`src/rtl/lsu_pkg.sv`:
```
// Shared encodings for the load/store unit: funct3 access types, response
// error codes and controller state encoding.
package lsu_pkg;

  localparam logic [2:0] LB  = 3'd0;
  localparam logic [2:0] LH  = 3'd1;
  localparam logic [2:0] LW  = 3'd2;
  localparam logic [2:0] LBU = 3'd4;
  localparam logic [2:0] LHU = 3'd5;

  localparam logic [2:0] SB  = 3'd0;
  localparam logic [2:0] SH  = 3'd1;
  localparam logic [2:0] SW  = 3'd2;

  localparam logic [1:0] ERR_NONE     = 2'd0;
  localparam logic [1:0] ERR_MISALIGN = 2'd1;
  localparam logic [1:0] ERR_TIMEOUT  = 2'd2;
  localparam logic [1:0] ERR_ILLEGAL  = 2'd3;

  typedef enum logic [1:0] {
    ST_IDLE   = 2'd0,
    ST_REQ    = 2'd1,
    ST_WAIT_R = 2'd2,
    ST_RESP   = 2'd3
  } lsu_state_e;

endpackage

```
`src/rtl/lsu_mem_ctrl_align.sv`:
```
// Combinational lane logic: byte enables, store-data replication, load
// extraction/extension and access classification (misaligned / illegal).
module lsu_align
  import lsu_pkg::*;
(
  input  logic        mem_rd,
  input  logic        mem_wr,
  input  logic [2:0]  rw_type,
  input  logic [1:0]  addr_lo,
  input  logic [31:0] wdata,
  input  logic [31:0] rdata,
  output logic [3:0]  be,
  output logic [31:0] wdata_lanes,
  output logic [31:0] load_ext,
  output logic        misaligned,
  output logic        illegal
);

  logic [7:0]  lane_byte;
  logic [15:0] lane_half;

  assign lane_byte = rdata[{addr_lo, 3'b000} +: 8];
  assign lane_half = rdata[{addr_lo[1], 4'b0000} +: 16];

  always_comb begin
    be          = '1;
    wdata_lanes = wdata;
    load_ext    = rdata;
    misaligned  = 1'b0;
    illegal     = 1'b0;
    if (mem_rd == mem_wr) begin
      illegal = 1'b1;
    end else if (mem_wr) begin
      case (rw_type)
        SB: begin
          be          = 4'b0001 << addr_lo;
          wdata_lanes = {4{wdata[7:0]}};
        end
        SH: begin
          be          = addr_lo[1] ? 4'b1100 : 4'b0011;
          wdata_lanes = {2{wdata[15:0]}};
          misaligned  = addr_lo[0];
        end
        SW: begin
          be         = 4'b1111;
          misaligned = |addr_lo;
        end
        default: illegal = 1'b1;
      endcase
    end else begin
      case (rw_type)
        LB:  load_ext = {{24{lane_byte[7]}}, lane_byte};
        LBU: load_ext = {24'h00_0000, lane_byte};
        LH: begin
          load_ext   = {{16{lane_half[15]}}, lane_half};
          misaligned = addr_lo[0];
        end
        LHU: begin
          load_ext   = {16'h0000, lane_half};
          misaligned = addr_lo[0];
        end
        LW:  misaligned = |addr_lo;
        default: illegal = 1'b1;
      endcase
    end
  end

endmodule

```
`src/rtl/lsu_mem_ctrl.sv`:
```
// Load/store unit controller: request/grant/response handshake to a
// word-addressed data memory with timeout abort and registered outputs.
module lsu_mem_ctrl
  import lsu_pkg::*;
#(
  parameter int unsigned TIMEOUT   = 255,
  parameter logic [31:0] ERR_RDATA = 32'h0000_0000
) (
  input  logic        clk,
  input  logic        rst_n,
  input  logic        req_valid,
  input  logic        mem_rd,
  input  logic        mem_wr,
  input  logic [2:0]  rw_type,
  input  logic [31:0] addr,
  input  logic [31:0] wdata,
  output logic        req_ready,
  output logic        stall,
  output logic        rsp_valid,
  output logic [1:0]  rsp_err,
  output logic [31:0] rdata,
  output logic        dmem_req,
  output logic        dmem_we,
  output logic [31:0] dmem_addr,
  output logic [3:0]  dmem_be,
  output logic [31:0] dmem_wdata,
  input  logic        dmem_gnt,
  input  logic        dmem_rvalid,
  input  logic [31:0] dmem_rdata
);

  localparam int unsigned   CW       = $clog2(TIMEOUT + 1);
  localparam logic [CW-1:0] CNT_LAST = CW'(TIMEOUT - 1);

  lsu_state_e    state_q, state_d;
  logic [CW-1:0] cnt_q, cnt_d;
  logic [1:0]    addr_lo_q, addr_lo_d;
  logic [2:0]    f3_q, f3_d;
  logic          rd_q, rd_d;
  logic          wr_q, wr_d;
  logic          dmem_req_q, dmem_req_d;
  logic          dmem_we_q, dmem_we_d;
  logic [31:0]   dmem_addr_q, dmem_addr_d;
  logic [3:0]    dmem_be_q, dmem_be_d;
  logic [31:0]   dmem_wdata_q, dmem_wdata_d;
  logic          rsp_valid_q, rsp_valid_d;
  logic [1:0]    rsp_err_q, rsp_err_d;
  logic [31:0]   rdata_q, rdata_d;

  logic          in_idle;
  logic          al_rd, al_wr;
  logic [2:0]    al_f3;
  logic [1:0]    al_lo;
  logic [3:0]    al_be;
  logic [31:0]   al_wlanes, al_load;
  logic          al_mis, al_ill;

  assign in_idle = (state_q == ST_IDLE);

  // One align instance serves both phases: live inputs classify and lane the
  // request at acceptance; latched fields drive load extraction afterwards.
  assign al_rd = in_idle ? mem_rd        : rd_q;
  assign al_wr = in_idle ? mem_wr        : wr_q;
  assign al_f3 = in_idle ? rw_type       : f3_q;
  assign al_lo = in_idle ? addr[1:0]     : addr_lo_q;

  lsu_align u_align (
    .mem_rd      (al_rd),
    .mem_wr      (al_wr),
    .rw_type     (al_f3),
    .addr_lo     (al_lo),
    .wdata       (wdata),
    .rdata       (dmem_rdata),
    .be          (al_be),
    .wdata_lanes (al_wlanes),
    .load_ext    (al_load),
    .misaligned  (al_mis),
    .illegal     (al_ill)
  );

  always_comb begin
    state_d      = state_q;
    cnt_d        = cnt_q;
    addr_lo_d    = addr_lo_q;
    f3_d         = f3_q;
    rd_d         = rd_q;
    wr_d         = wr_q;
    dmem_req_d   = dmem_req_q;
    dmem_we_d    = dmem_we_q;
    dmem_addr_d  = dmem_addr_q;
    dmem_be_d    = dmem_be_q;
    dmem_wdata_d = dmem_wdata_q;
    rsp_valid_d  = 1'b0;
    rsp_err_d    = rsp_err_q;
    rdata_d      = rdata_q;

    case (state_q)
      ST_IDLE: begin
        if (req_valid) begin
          addr_lo_d = addr[1:0];
          f3_d      = rw_type;
          rd_d      = mem_rd;
          wr_d      = mem_wr;
          if (al_ill || al_mis) begin
            state_d     = ST_RESP;
            rsp_valid_d = 1'b1;
            rsp_err_d   = al_ill ? ERR_ILLEGAL : ERR_MISALIGN;
            rdata_d     = ERR_RDATA;
          end else begin
            state_d      = ST_REQ;
            cnt_d        = '0;
            dmem_req_d   = 1'b1;
            dmem_we_d    = mem_wr;
            dmem_addr_d  = {addr[31:2], 2'b00};
            dmem_be_d    = al_be;
            dmem_wdata_d = al_wlanes;
          end
        end
      end

      ST_REQ: begin
        if (dmem_gnt) begin
          dmem_req_d = 1'b0;
          dmem_we_d  = 1'b0;
          cnt_d      = '0;
          if (wr_q) begin
            state_d     = ST_RESP;
            rsp_valid_d = 1'b1;
            rsp_err_d   = ERR_NONE;
            rdata_d     = '0;
          end else begin
            state_d = ST_WAIT_R;
          end
        end else if (cnt_q == CNT_LAST) begin
          state_d     = ST_RESP;
          dmem_req_d  = 1'b0;
          dmem_we_d   = 1'b0;
          rsp_valid_d = 1'b1;
          rsp_err_d   = ERR_TIMEOUT;
          rdata_d     = ERR_RDATA;
        end else begin
          cnt_d = cnt_q + 1'b1;
        end
      end

      ST_WAIT_R: begin
        if (dmem_rvalid) begin
          state_d     = ST_RESP;
          rsp_valid_d = 1'b1;
          rsp_err_d   = ERR_NONE;
          rdata_d     = al_load;
        end else if (cnt_q == CNT_LAST) begin
          state_d     = ST_RESP;
          rsp_valid_d = 1'b1;
          rsp_err_d   = ERR_TIMEOUT;
          rdata_d     = ERR_RDATA;
        end else begin
          cnt_d = cnt_q + 1'b1;
        end
      end

      ST_RESP: state_d = ST_IDLE;

      default: state_d = ST_IDLE;
    endcase
  end

  always_ff @(posedge clk or negedge rst_n) begin
    if (!rst_n) begin
      state_q      <= ST_IDLE;
      cnt_q        <= '0;
      addr_lo_q    <= '0;
      f3_q         <= '0;
      rd_q         <= 1'b0;
      wr_q         <= 1'b0;
      dmem_req_q   <= 1'b0;
      dmem_we_q    <= 1'b0;
      dmem_addr_q  <= '0;
      dmem_be_q    <= '0;
      dmem_wdata_q <= '0;
      rsp_valid_q  <= 1'b0;
      rsp_err_q    <= '0;
      rdata_q      <= '0;
    end else begin
      state_q      <= state_d;
      cnt_q        <= cnt_d;
      addr_lo_q    <= addr_lo_d;
      f3_q         <= f3_d;
      rd_q         <= rd_d;
      wr_q         <= wr_d;
      dmem_req_q   <= dmem_req_d;
      dmem_we_q    <= dmem_we_d;
      dmem_addr_q  <= dmem_addr_d;
      dmem_be_q    <= dmem_be_d;
      dmem_wdata_q <= dmem_wdata_d;
      rsp_valid_q  <= rsp_valid_d;
      rsp_err_q    <= rsp_err_d;
      rdata_q      <= rdata_d;
    end
  end

  assign req_ready  = in_idle;
  assign stall      = req_valid & ~rsp_valid_q;
  assign rsp_valid  = rsp_valid_q;
  assign rsp_err    = rsp_err_q;
  assign rdata      = rdata_q;
  assign dmem_req   = dmem_req_q;
  assign dmem_we    = dmem_we_q;
  assign dmem_addr  = dmem_addr_q;
  assign dmem_be    = dmem_be_q;
  assign dmem_wdata = dmem_wdata_q;

endmodule

```
`config.mk`:
```
export PLATFORM = sky130hd
export DESIGN_NAME = lsu_mem_ctrl
export DESIGN_NICKNAME = d
export VERILOG_FILES = /design/src/rtl/lsu_pkg.sv /design/src/rtl/lsu_mem_ctrl_align.sv /design/src/rtl/lsu_mem_ctrl.sv
export SDC_FILE = /design/constraint.sdc
export NUM_CORES = 1
export LEC_CHECK = 0
export BUFFER_PORTS_ARGS = -buffer_cell sky130_fd_sc_hd__buf_2
export CAP_MARGIN = 40
export CORE_ASPECT_RATIO = 0.6
export CORE_MARGIN = 1.5
export CORE_UTILIZATION = 46
export CTS_CLUSTER_DIAMETER = 40
export CTS_CLUSTER_SIZE = 24
export DETAILED_ROUTE_END_ITERATION = 8
export PLACE_DENSITY = 0.88
export SETUP_SLACK_MARGIN = 0.02
export SLEW_MARGIN = 15
export SYNTH_ARGS = -nofsm -noshare
export SYNTH_HDL_FRONTEND = slang
export SYNTH_SLANG_ARGS = --single-unit
```
`constraint.sdc`:
```
create_clock -name clk -period 2.4 [get_ports clk]
set_input_delay 0.12 -clock clk [delete_from_list [all_inputs] [get_ports clk]]
set_output_delay 0.12 -clock clk [all_outputs]
set_load 0.05 [all_outputs]
```
# Yosys cells after proc, flatten, opt, wreduce, memory -nomap -nowiden

Index checks and enable logic that the tools add are counted.

Register bits after elaboration: 120
Input port bits: 106
Output and inout bits: 107
Word-level logic and storage cells: 115

$add $sub $neg: 1
Equal/unequal tests: 15
Shift operators: 3
Multiplexer cells: 65
Bitwise gates (word level): 3
Reduce and logical (&&, ||, !) cells: 14

Operators by type and width:

| operator            | count |
|---|---|
| $mux 32             | 10 |
| $pmux 32 s4         | 1 |
| $pmux 32 s3         | 1 |
| $pmux 32 s2         | 1 |
| $mux 8              | 5 |
| $shiftx 32x6->16    | 1 |
| $shiftx 32x6->8     | 1 |
| $mux 2              | 13 |
| $pmux 8 s3          | 1 |
| $mux 1              | 21 |
| $mux 4              | 3 |
| $reduce_and 4->1    | 3 |
| $add 8x1->8 const B | 1 |
| $eq 8x8->1 const B  | 1 |
| $pmux 1 s2          | 4 |
| $pmux 2 s4          | 1 |
| $pmux 4 s2          | 1 |
| $eq 3x3->1 const B  | 2 |
| $ne 2x2->1 const B  | 3 |
| $ne 3x3->1 const B  | 2 |
| $pmux 2 s3          | 1 |
| $reduce_or 5->1     | 1 |
| $eq 2x2->1 const B  | 2 |
| $reduce_or 2->1     | 2 |
| other kinds (18)    | 19 |

# Logic depth before layout (Yosys ltp)

Depth after elaboration: 11
Mapped depth: 12
Gate-level depth less buffers: 8

# Modules after synthesis

Synthesis repeated with hierarchy kept, for this count alone.

Cell total of the unflattened synthesis: 704
Area, all modules: 6,426.2 µm²

Modules (own cells, without submodules):

| module       | times used | cells each | area each (µm²) | sequential area each (µm²) |
|---|---|---|---|---|
| lsu_mem_ctrl | 1          | 490        | 4,968.5         | 3,002.9 |
| lsu_align    | 1          | 214        | 1,457.6         | 0.0 |

# Worst setup path after synthesis

No wires, ideal clock.

Kind: reg-to-reg
From: register state_q[1]
To: register dmem_wdata_q[30] (netlist: dmem_wdata[30])
Library setup time: 0.127 ns
Arrival: 2.759 ns
Required time: 2.273 ns
Setup slack: -0.486 ns
Stages on the path, launching flop included: 11
Path buffers: 3
Period minus slack after synthesis: 2.886 ns
Cell sequence: dfrtp_1 > inv_1 > ha_1 > buf_6 > mux2_4 > buf_6 > o21ai_2 > nand3_2 > nor3_4 > buf_6 > mux2_1

Cells in the longest elaborated chain, start to end: 10
Elaborated cells on any way between the ends: 29
Classes of those cells: 5 x eq/ne; 15 x mux; 1 x bitwise; 8 x reduce/logical

Ends and longest elaborated chain:

| what                                              | line                                               | text |
|---|---|---|
| start: declaration                                | lsu_mem_ctrl.sv:35                                 | `lsu_state_e state_q, state_d;` |
| start signal: assignment                          | lsu_mem_ctrl.sv:185                                | `state_q <= state_d;` |
| $logic_not 2->1 (*)                               | lsu_mem_ctrl.sv:58                                 | `assign in_idle = (state_q == ST_IDLE);` |
| net req_ready                                     | lsu_mem_ctrl.sv:17                                 | `output logic req_ready,` |
| $mux 3                                            | lsu_mem_ctrl.sv:64                                 | `assign al_f3 = in_idle ? rw_type : f3_q;` |
| $eq 3x1->1 (tied with other cells)                | lsu_mem_ctrl_align.sv:34, lsu_mem_ctrl_align.sv:51 |  |
| $reduce_or 2->1 (no line) (tied with other cells) | n/a                                                |  |
| $pmux 1 s2 (tied with other cells)                | lsu_mem_ctrl_align.sv:51                           | `case (rw_type)` |
| $mux 1                                            | lsu_mem_ctrl_align.sv:33                           | `end else if (mem_wr) begin` |
| $mux 1                                            | lsu_mem_ctrl_align.sv:31                           | `if (mem_rd == mem_wr) begin` |
| $logic_or 1x1->1                                  | lsu_mem_ctrl.sv:104                                | `if (al_ill \|\| al_mis) begin` |
| $not 1->1 (no line)                               | n/a                                                |  |
| $reduce_and 3->1 (no line)                        | n/a                                                |  |
| end signal: assignment                            | lsu_mem_ctrl.sv:195                                | `dmem_wdata_q <= dmem_wdata_d;` |
| end: declaration                                  | lsu_mem_ctrl.sv:45                                 | `logic [31:0] dmem_wdata_q, dmem_wdata_d;` |

Mark *: on every way through the listed nets, which the timed path passes. The rest lies on a longest branch.
A chain may end at the register's enable or synchronous reset.

# Worst setup path after layout

From: register state_q[1]
To: register rdata_q[23] (netlist: rdata[23])

Cells in the longest elaborated chain, start to end: 10
Elaborated cells on any way between the ends: 38
Classes of those cells: 10 x eq/ne; 2 x shift; 17 x mux; 9 x reduce/logical

Ends and longest elaborated chain:

| what                                                                      | line                | text |
|---|---|---|
| parallel branches: the longest is 10 deep, another holds $shiftx 32x6->16 | n/a                 |  |
| end signal: assignment                                                    | lsu_mem_ctrl.sv:198 | `rdata_q <= rdata_d;` |
| end: declaration                                                          | lsu_mem_ctrl.sv:48  | `logic [31:0] rdata_q, rdata_d;` |

Parallel ways; which one is timed is not known.

==> impl_metrics.json <==
{
  "chipWidth_um": 153,
  "detailedRoute.firstIterationViolations": 914,
  "timing.rr.start": "state_q[1]",
  "rr_endpoint": "rdata[23]",
  "worst_slew_pin_tran_ps": 541,
  "netlist_area_um2": 6210,
  "post_placement_cell_count": 1073,
  "top_level_pins": 213,
  "setup-tns-final_ps": -926,
  "synthCells": 681,
  "final_core_utilization": 0.728,
  "remaining_drc_errors": 13,
  "io_buffer_count": 210,
  "clkLatencyLatePin_ps": 420,
  "worst_setup_path_start_kind": "register",
  "route.vias.total": 6834,
  "finalWeightedCongestion": 0.868,
  "postSynthAreaPerCell_um2": 9.12,
  "synth_enable_flop_cells": 0,
  "cp.arrival_ps": 2810,
  "grt_antenna_before_repair": 1,
  "worstSetupStartpoint": "state_q[1]",
  "postRouteAntennaNets": 0,
  "outcome": "complete, but fails checks",
  "cts_sinks": 120,
  "place_ws_ps": -100,
  "failed_checks": "DRC, setup timing",
  "cap_viol_max_count": 0,
  "synth-seq-cells": 120,
  "ir_worst_vdd_mv": 0.809,
  "worst_clk_skew_ps": 11.0,
  "min_path_type": "in -> reg",
  "drt_pre_antenna_iters": 8,
  "portion_of_synthesized_cell_area_occupied_by_the_leading_cell_type": 0.483,
  "grt_setup_unrepaired": "true",
  "finalNonFillerCells": 1184,
  "r2r_slack_ps": -110,
  "cp_max_fo": 8,
  "timing.fmax_ghz": 0.399,
  "syn2layout_area_growth_pct": 52.5,
  "slew_headroom": 0.639,
  "drive_above_1_share": 0.381,
  "hold_vio_cnt_final": 0,
  "cellLeakagePower_nw": 4.94,
  "critical_path.endpoint_type": "register",
  "synth_top_flop_cell": "sky130_fd_sc_hd__dfrtp_1",
  "detailed_place_hpwl_mm": 13.9,
  "most_common_library_cells_after_synthesis": "sky130_fd_sc_hd__nand2_1, sky130_fd_sc_hd__dfrtp_1, sky130_fd_sc_hd__a21oi_1, sky130_fd_sc_hd__nor2_1, sky130_fd_sc_hd__o21ai_0",
  "num-fill-cells": 873,
  "die_outline_area_um2": 14200,
  "critical_path_required_ps": 2700,
  "post_drt_via_cell_ratio": 5.77,
  "timing_max_transition_violations_final": 0,
  "core_area_um2": 13000,
  "nNetsFinal": 1113,
  "number_of_core_rows": 32,
  "die_height_um": 93.0,
  "design_power_total_mw": 15.3,
  "post-synth-top-area-cell": "sky130_fd_sc_hd__dfrtp_1",
  "critical_path_type": "reg -> reg",
  "antenna_cells_inserted": 0,
  "tritoncts.num_buffers": 17,
  "wire_length_of_the_first_global_routing_pass_mm": 33.3,
  "report.final.setup_viol": 46,
  "start_util": 0.477,
  "yosysWarningCount": 0,
  "globalRouteOverflowTotal": 0,
  "fin_ws_ps": -107,
  "async_flop_share": 1.00,
  "worstRegToRegCells": 9,
  "ys_seq_area_frac": 0.483,
  "first_global_vias": 6342,
  "ctsLongestPathBuffers": 2,
  "clk_pin_slew_ps": 60,
  "crit_end": "rdata[23]",
  "fin_crit_sh": 1.04,
  "design_area_um2": 9480,
  "synthDistinctLibCells": 57,
  "grt_start_max_net_pins": 52,
  "power-per-cell-area_nw_per_um2": 1620,
  "final_hold_slack_ps": 24.8,
  "synthTopCellsByArea": "sky130_fd_sc_hd__dfrtp_1, sky130_fd_sc_hd__nand2_1, sky130_fd_sc_hd__a21oi_1, sky130_fd_sc_hd__mux2_2, sky130_fd_sc_hd__a222oi_1",
  "wire_per_inst_um": 19.4,
  "drt-total-wl_mm": 23.0,
  "post_dp_cell_area_um2": 7780,
  "tritoncts": "built",
  "grt_util_all_layers": 0.303,
  "clock_tree.root_cell": "sky130_fd_sc_hd__clkbuf_16",
  "final_critical_path_required_period_ps": 2510,
  "cts_htree_levels": 4,
  "yosys.cell_count.top_type": "sky130_fd_sc_hd__nand2_1"
}
-- cell usage in the layout (no fill, tap or decap), types with 3 or more instances in the layout --
cell type / count
sky130_fd_sc_hd__nand2_2: 11
sky130_fd_sc_hd__mux2_4: 6
sky130_fd_sc_hd__a222oi_1: 16
sky130_fd_sc_hd__nor2b_1: 3
sky130_fd_sc_hd__a21o_4: 3
sky130_fd_sc_hd__nand3_1: 8
sky130_fd_sc_hd__buf_12: 7
sky130_fd_sc_hd__or2_2: 3
sky130_fd_sc_hd__a21oi_1: 43
sky130_fd_sc_hd__mux2i_1: 9
sky130_fd_sc_hd__nor2_1: 31
sky130_fd_sc_hd__dfrtp_1: 120
sky130_fd_sc_hd__a21o_1: 18
sky130_fd_sc_hd__nand2_1: 203
sky130_fd_sc_hd__o21ai_1: 13
sky130_fd_sc_hd__a221oi_2: 3
sky130_fd_sc_hd__bufinv_16: 5
sky130_fd_sc_hd__a22o_1: 10
sky130_fd_sc_hd__o21ai_0: 24
sky130_fd_sc_hd__clkbuf_16: 21
sky130_fd_sc_hd__buf_6: 8
sky130_fd_sc_hd__clkinv_4: 5
sky130_fd_sc_hd__ha_1: 5
sky130_fd_sc_hd__a31oi_1: 16
sky130_fd_sc_hd__mux2i_4: 8
sky130_fd_sc_hd__o21ai_2: 3
sky130_fd_sc_hd__buf_2: 209
sky130_fd_sc_hd__dlygate4sd3_1: 56
sky130_fd_sc_hd__buf_4: 52
sky130_fd_sc_hd__a221oi_1: 3
sky130_fd_sc_hd__mux2_2: 14
sky130_fd_sc_hd__o2bb2ai_1: 7
sky130_fd_sc_hd__o211ai_1: 7
sky130_fd_sc_hd__inv_1: 12
-- metal layers --
layer | track usage | up-vias | part of all wire | wire length (um)
met4 | 0.103 | 0 | 0.028 | 639
li1 | - | 3036 | - | -
met3 | 0.0922 | 78 | 0.12 | 2690
met1 | 0.417 | 3225 | 0.42 | 9750
met2 | 0.458 | 495 | 0.43 | 9910
met5 | 0 | - | 0 | 0
-- worst max-delay path, cell delays in order, from the launching register on --
cell and delay [ps]:
sky130_fd_sc_hd__dfrtp_1 400, sky130_fd_sc_hd__inv_2 90, sky130_fd_sc_hd__ha_4 210, sky130_fd_sc_hd__buf_6 120, sky130_fd_sc_hd__mux2_4 350, sky130_fd_sc_hd__mux2i_4 350, sky130_fd_sc_hd__mux2i_4 210, sky130_fd_sc_hd__a222oi_1 430
sky130_fd_sc_hd__a21oi_1 80, sky130_fd_sc_hd__a21o_1 160
-- cell families after synthesis --
logic type / share of synthesized area
fa+ha+maj: 0.0121
simple gates: 0.187
xor+xnor: 0.00141
compound gates: 0.199
mux: 0.0677
flops: 0.483
buf+inv: 0.0487
other cells: 0.000604
-- final cells by class --
type / count / area, um2 / area share
inverter: 14 / 52.6 / 0.00555
timing repair buffer: 338 / 2380 / 0.251
multi-input combinational: 510 / 3160 / 0.334
sequential: 120 / 3000 / 0.317
clock inverter: 14 / 223 / 0.0235
clock buffer: 18 / 439 / 0.0463
tap: 170 / 213 / 0.0224
-- report_power, final --
group          leakage [nW]  switching (mW)  total (mW)  internal [mW]
Combinational          3.06            5.97        9.10           3.13
Sequential             1.56           0.570        3.38           2.81
Clock                 0.317           0.983        2.86           1.88
-- timing repair --
action | 4_1_cts | 5_1_grt
gates cloned | 3 | 5
hold buffers | 56 | 0
gates resized for setup | 17 | 31
endpoints found under the hold margin | 91 | 0
buffers inserted | 14 | 3
setup endpoints to repair | 102 | 109
pin swaps | 3 | 18
-- sequential cells by signal, indices dropped and copies added (netlist names) --
signal	count
dmem_wdata	32
rdata	32
dmem_addr	30
cnt_q	8
dmem_be	4
f3_q	3
addr_lo_q	2
rsp_err	2
state_q	2
dmem_req	1
dmem_we	1
rd_q	1
rsp_valid	1
wr_q	1
-- worst min-delay path by stage --
stage / depth (start not counted) / start / to / slack [ps]
after global placement: 1 / rst_n / cnt_q[2] / 120
after floorplan: 0 / rst_n / addr_lo_q[0] / -180
after CTS: 3 / wdata[14] / dmem_wdata[14] / 8
final: 3 / wdata[14] / dmem_wdata[14] / 20
after detailed placement: 1 / rst_n / cnt_q[6] / 140
after global routing: 3 / wdata[3] / dmem_wdata[3] / 20
(Power assumes the default switching activity.)
